[src/rtl/mem_port_arbiter_pkg.sv]
// Shared encodings for the fetch/data memory port arbiter: FSM states and the
// owner of the transaction being started.
package mem_port_arbiter_pkg;

   typedef logic [2:0] arbState_t;

   localparam arbState_t IDLE  = 3'd0;
   localparam arbState_t REQ_I = 3'd1;
   localparam arbState_t REQ_D = 3'd2;
   localparam arbState_t RSP_I = 3'd3;
   localparam arbState_t RSP_D = 3'd4;

   localparam logic OWN_I = 1'b0;
   localparam logic OWN_D = 1'b1;

endpackage

[src/rtl/arb_starve_ctr.sv]
// Saturating count of data grants taken while a fetch waits; one-cycle update,
// clr wins over inc, atMax is a combinational decode of the count.
module arb_starve_ctr #(
   parameter int STARVE_MAX = 4
) (
   input  logic clk,
   input  logic reset,
   input  logic inc,
   input  logic clr,
   output logic atMax
);

   localparam int CW = $clog2(STARVE_MAX + 1);

   logic [CW-1:0] cnt;

   assign atMax = (cnt == CW'(STARVE_MAX));

   always_ff @(posedge clk or negedge reset) begin
      if (!reset) begin
         cnt <= '0;
      end else if (clr) begin
         cnt <= '0;
      end else if (inc && !atMax) begin
         cnt <= cnt + 1'b1;
      end
   end

endmodule

[src/rtl/mem_port_arbiter.sv]
// Shares one single-ported memory between fetch and data, one transaction at a time; 3 cycles
// request to pulse with zero-wait memory, stalls held until the pulse. MEMARB_PERF_CNT_EN adds the conflict counter.
module mem_port_arbiter
   import mem_port_arbiter_pkg::*;
#(
   parameter int ADDR_W     = 32,
   parameter int DATA_W     = 32,
   parameter int STARVE_MAX = 4
) (
   input  logic              clk,
   input  logic              reset,
   input  logic              if_req,
   input  logic [ADDR_W-1:0] if_addr,
   input  logic              flush_f,
   output logic              if_rvalid,
   output logic [DATA_W-1:0] if_rdata,
   input  logic              dm_req,
   input  logic              dm_we,
   input  logic [ADDR_W-1:0] dm_addr,
   input  logic [DATA_W-1:0] dm_wdata,
   output logic              dm_done,
   output logic [DATA_W-1:0] dm_rdata,
   output logic              mem_req,
   output logic              mem_we,
   output logic [ADDR_W-1:0] mem_addr,
   output logic [DATA_W-1:0] mem_wdata,
   input  logic              mem_gnt,
   input  logic              mem_rvalid,
   input  logic [DATA_W-1:0] mem_rdata,
   output logic              stall_f,
   output logic              stall_m,
   output logic [31:0]       conflict_cnt
);

   arbState_t state;
   logic      drop;
   logic      starveMax;
   logic      ifPend;
   logic      dmPend;
   logic      fetchWin;
   logic      dataWin;
   logic      grantOwn;

   // A requester whose pulse is out this cycle still has its request high; mask it.
   assign ifPend   = if_req & ~if_rvalid & ~flush_f;
   assign dmPend   = dm_req & ~dm_done;
   assign fetchWin = (state == IDLE) & ifPend & (~dm_req | starveMax);
   assign dataWin  = (state == IDLE) & ~fetchWin & dmPend;
   assign grantOwn = fetchWin ? OWN_I : OWN_D;

   assign stall_f = ifPend;
   assign stall_m = dmPend;

   arb_starve_ctr #(
      .STARVE_MAX(STARVE_MAX)
   ) uStarveCtr (
      .clk  (clk),
      .reset(reset),
      .inc  (dataWin & if_req),
      .clr  (fetchWin | ~if_req),
      .atMax(starveMax)
   );

   always_ff @(posedge clk or negedge reset) begin
      if (!reset) begin
         state     <= IDLE;
         drop      <= 1'b0;
         mem_req   <= 1'b0;
         mem_we    <= 1'b0;
         mem_addr  <= '0;
         mem_wdata <= '0;
         if_rvalid <= 1'b0;
         if_rdata  <= '0;
         dm_done   <= 1'b0;
         dm_rdata  <= '0;
      end else begin
         if_rvalid <= 1'b0;
         dm_done   <= 1'b0;
         case (state)
            IDLE: begin
               if (fetchWin || dataWin) begin
                  mem_req <= 1'b1;
                  if (grantOwn == OWN_I) begin
                     state    <= REQ_I;
                     mem_addr <= if_addr;
                     mem_we   <= 1'b0;
                  end else begin
                     state     <= REQ_D;
                     mem_addr  <= dm_addr;
                     mem_we    <= dm_we;
                     mem_wdata <= dm_wdata;
                  end
               end
            end
            REQ_I: begin
               if (mem_gnt) begin
                  state   <= RSP_I;
                  mem_req <= 1'b0;
                  drop    <= flush_f;
               end else if (flush_f) begin
                  // Withdrawn before acceptance: memory never saw it.
                  state   <= IDLE;
                  mem_req <= 1'b0;
               end
            end
            REQ_D: begin
               if (mem_gnt) begin
                  state   <= RSP_D;
                  mem_req <= 1'b0;
               end
            end
            RSP_I: begin
               if (mem_rvalid) begin
                  state <= IDLE;
                  drop  <= 1'b0;
                  if (!(drop || flush_f)) begin
                     if_rdata  <= mem_rdata;
                     if_rvalid <= 1'b1;
                  end
               end else if (flush_f) begin
                  drop <= 1'b1;
               end
            end
            RSP_D: begin
               if (mem_rvalid) begin
                  state   <= IDLE;
                  dm_done <= 1'b1;
                  if (!mem_we) begin
                     dm_rdata <= mem_rdata;
                  end
               end
            end
            default: state <= IDLE;
         endcase
      end
   end

`ifdef MEMARB_PERF_CNT_EN
   logic [31:0] conflictReg;

   always_ff @(posedge clk or negedge reset) begin
      if (!reset) begin
         conflictReg <= '0;
      end else if (if_req && dm_req && !(&conflictReg)) begin
         conflictReg <= conflictReg + 32'd1;
      end
   end

   assign conflict_cnt = conflictReg;
`else
   assign conflict_cnt = 32'd0;
`endif

endmodule

[config.mk]
export PLATFORM = sky130hd
export DESIGN_NAME = mem_port_arbiter
export DESIGN_NICKNAME = d
export VERILOG_FILES = /design/src/rtl/mem_port_arbiter_pkg.sv /design/src/rtl/arb_starve_ctr.sv /design/src/rtl/mem_port_arbiter.sv
export SDC_FILE = /design/constraint.sdc
export NUM_CORES = 1
export LEC_CHECK = 0
export CAP_MARGIN = 20
export CORE_ASPECT_RATIO = 1.4
export CORE_UTILIZATION = 37
export CTS_CLUSTER_SIZE = 8
export DETAILED_ROUTE_END_ITERATION = 10
export GPL_ROUTABILITY_DRIVEN = 0
export PLACE_DENSITY_LB_ADDON = 0.05
export SETUP_SLACK_MARGIN = 0.4
export SYNTH_ARGS = -nofsm -noshare
export SYNTH_HDL_FRONTEND = slang
export SYNTH_HIERARCHICAL = 1
export SYNTH_SLANG_ARGS = --single-unit
export TNS_END_PERCENT = 10
[constraint.sdc]
create_clock -name clk -period 2.2 [get_ports clk]
set_input_delay 0.44 -clock clk [delete_from_list [all_inputs] [get_ports clk]]
set_output_delay 0.44 -clock clk [all_outputs]
set_load 0.05 [all_outputs]
==> results.md <==
- Outcome: completed
- Tmin final: 2041 ps
- Placed Instances: ~950
- Initial cell density of the core: 0.3790
- Top cell type's share of synthesized area: 0.5675
- Max-Cap Viols: 0
- Mapped Avg Cell Area: about 12 um^2
- Total CTS buffers: 17
- Combinational share of power: 0.567
- GRT Total Usage: 0.1980
- Fmax: 490.0 MHz
- 1st-iter DRT viols: 221
- Htree depth: 4
- Finished Layout Cells: 997
- Pint: 0.008901 W
- Antenna Violating Nets Remaining: 0
- Switch Pwr: 0.007669 W
- Tot Pwr: 0.01657 W
- Grt met3 use: 0.08464
- Drt drc: 0
- Register area share after synthesis: 0.5675
- Mapped Cells: around 490
- Antenna Cells: 0
- Core Footprint: 16170 um^2
- GR Overflow Total: 0
- Crit path kind: input port to output pin
- Unique masters post-synth: 47
- Tcrit/Tclk final: 0.9276
- Die Width: ~110 um
- Final setup viols: 0
- Filler cell count: approximately 1300
- Multi-input gate area: about 2200 um^2
- CTS Sinks: 139
- Slew HR: 0.6287
- Via count: roughly 4900
- I/O pin count: 302
- DIE HEIGHT: 154.3 um
- Most instantiated library cell after synthesis: dfrtp_1
- Commonest register cell after synthesis: dfrtp_1
- Post-synth ARST share: 1.000
- Ys Warns: 6
- Critical path capture point type: output pin
- Max Slew Vio Count: 0
- Largest net degree at the start of global routing: 54
- Clock power frac: 0.173
- Clock Pin Slew Worst Setup and Hold Paths: 60 ps
- Static Leakage: 4.550 nW
- FF+latch area: 3481 um^2
- Hold Crit Class: flop to flop
- Peak supply drop: 1167 uV
- Post-Syn Area: between 6000 and 7000 um^2
- M2 GR Usage: 0.3422
- Pre-antenna DRT Iters: 4
- Area leader, netlist: dfrtp_1
- Most frequent cells after synthesis: dfrtp_1 (139), mux2_2 (89), inv_1 (72)
- Clock Skew: 11.14 ps
- Clock latency on the worst-skew pair: 410 ps
- Setup TNS: 0 ps
- Share of cells above drive strength 1: 0.2293
- P&R area growth vs syn: 61.34%
- First-pass GRT wire length: ~27000 um
- Grt peak-use layer: met2
- Number of global-route vias before repair: 5254
- Number of flops mapped to enable cells by yosys: 0
- Sequential Power Share: 0.260
- Die area: 17090 um^2
- RSZ-0062 raised after global routing: true
- Initial antenna violation count: 0
- Root Buffer: clkbuf_16
- Worst Max-Slew Pin Slew: about 560 ps
- Cell Pwr Density: approximately 1700 nW/um^2
- CP Launch Type: input port
- Number of synthesized register bits: about 140
- Avg WL per Cell: ~17 um
- FP Rows: 55
- Final Hold Viols: 0
- Avg Vias per Cell: slightly below 5
- WL final: 16970 um
- Crit path DAT: 1600 ps
- Crit-path max FO: 19
- Sw Ratio: 0.4628
- Maximum buffer depth of the clock tree: 2
- Post-DP HPWL: around 12000 um
- Critical Path RT: 1760 ps
- NumNets Final: 923
- TritonCTS clock tree: done
- Area contributors post-synth: dfrtp_1 (57%), mux2_2 (16%), o221ai_1 (4.6%), inv_1 (4.4%), buf_4 (4.0%)
- Number of port buffers: ~270
- Met1 Resource Use GR: 0.2117
## worst max-delay path, stage by stage
cell,delay (ps)
clkdlybuf4s50_1,520
nor3b_4,290
buf_12,200
buf_12,150
## final timing paths
kind / end / cells past startpoint / slack, ps / start
worst max-delay path: stall_f / 4 / 160 / if_req
worst max register to register: uStarveCtr/cnt[0] / 7 / 180 / uStarveCtr/cnt[1]
max in group asynchronous: dm_rdata[1] / 3 / 1030 / reset
worst min register to register: dm_rdata[8] / 1 / 500 / dm_rdata[8]
min in group asynchronous: mem_addr[27] / 2 / 530 / reset
worst min-delay path: dm_rdata[8] / 1 / 500 / dm_rdata[8]
## stage by stage
stage,cell area (um^2),worst slack (ps),util,hold WS [ps]
after floorplan,6300,108.4,-,144.4
after global placement,9109,-124.2,0.5633,402.8
after detailed placement,9109,-180.8,0.5633,402.6
after CTS,9776,132.0,0.6045,504.0
after global routing,9889,105.6,0.6115,514.4
final,9889,159.3,0.6115,500.4
## metal layers
metal	part of all wire	wire (um)
met5	0	0
met4	0.028	470
met3	0.090	1535
met2	0.52	8775
met1	0.36	6188
## registers in the layout, summed over array words and instances (netlist names)
name / cells
dm_done: 1
state: 3
mem_req: 1
if_rdata: 32
dm_rdata: 32
mem_wdata: 32
uStarveCtr/cnt: 3
mem_addr: 32
drop: 1
mem_we: 1
if_rvalid: 1
## cells by family (layout without fill, tap and decap cells)
family | after synthesis | count (layout) | share of synthesized area
simple gates | 68 | 68 | 0.06899
mux | 98 | 98 | 0.1841
compound gates | 49 | 49 | 0.06696
fa+ha+maj | 2 | 2 | 0.004082
other cells | 1 | 32 | 0.0006118
flops | 139 | 139 | 0.5675
xor+xnor | 1 | 1 | 0.001429
buf+inv | 136 | 409 | 0.1063
## final cells by class
class | count | area share
Sequential cell | 139 | 0.3520
Clock buffer | 18 | 0.04441
Multi-Input combinational cell | 250 | 0.2213
Inverter | 72 | 0.02733
Tap cell | 199 | 0.02518
Timing Repair Buffer | 305 | 0.3140
Clock inverter | 14 | 0.01581
## timing repair
action / 4_1_cts / 5_1_grt
setup endpoints to repair: 201 / 215
endpoints found under the hold margin: 41 / 0
gates resized for setup: 27 / 12
cloned: 1 / 1
hold buffers: 1 / 0
pin swaps: 0 / 1
buffers inserted: 2 / 7
## power groups by stage
stage	Sequential, W	Combinational, W	Clock [W]
global placement	0.00430	0.00923	0
CTS	0.00433	0.00939	0.00294
global route	0.00445	0.00981	0.00306
finish	0.00430	0.00940	0.00286
detailed placement	0.00436	0.00935	0
floorplan	0.00820	0.00225	0
## cells in the final DEF, fill, tap and decap left out, types with 3 or more instances in the layout
cell type | Yosys | final
mux2_4 | 7 | 7
clkdlybuf4s50_1 | 0 | 244
nand4_1 | 32 | 32
buf_4 | 33 | 24
dlygate4sd2_1 | 0 | 15
dfrtp_1 | 139 | 137
o221ai_1 | 32 | 30
clkbuf_16 | 0 | 18
buf_12 | 0 | 8
mux2_2 | 89 | 89
inv_6 | 0 | 6
buf_6 | 1 | 4
conb_1 | 1 | 32
clkinv_4 | 0 | 3
a21oi_1 | 6 | 6
nor2_1 | 6 | 5
nand3_1 | 3 | 3
inv_1 | 72 | 71
nor2b_1 | 4 | 3
dlymetal6s2s_1 | 0 | 5
nand2b_1 | 3 | 3
nand2_1 | 3 | 3
No activity file was read; power rests on OpenSTA's default activity.
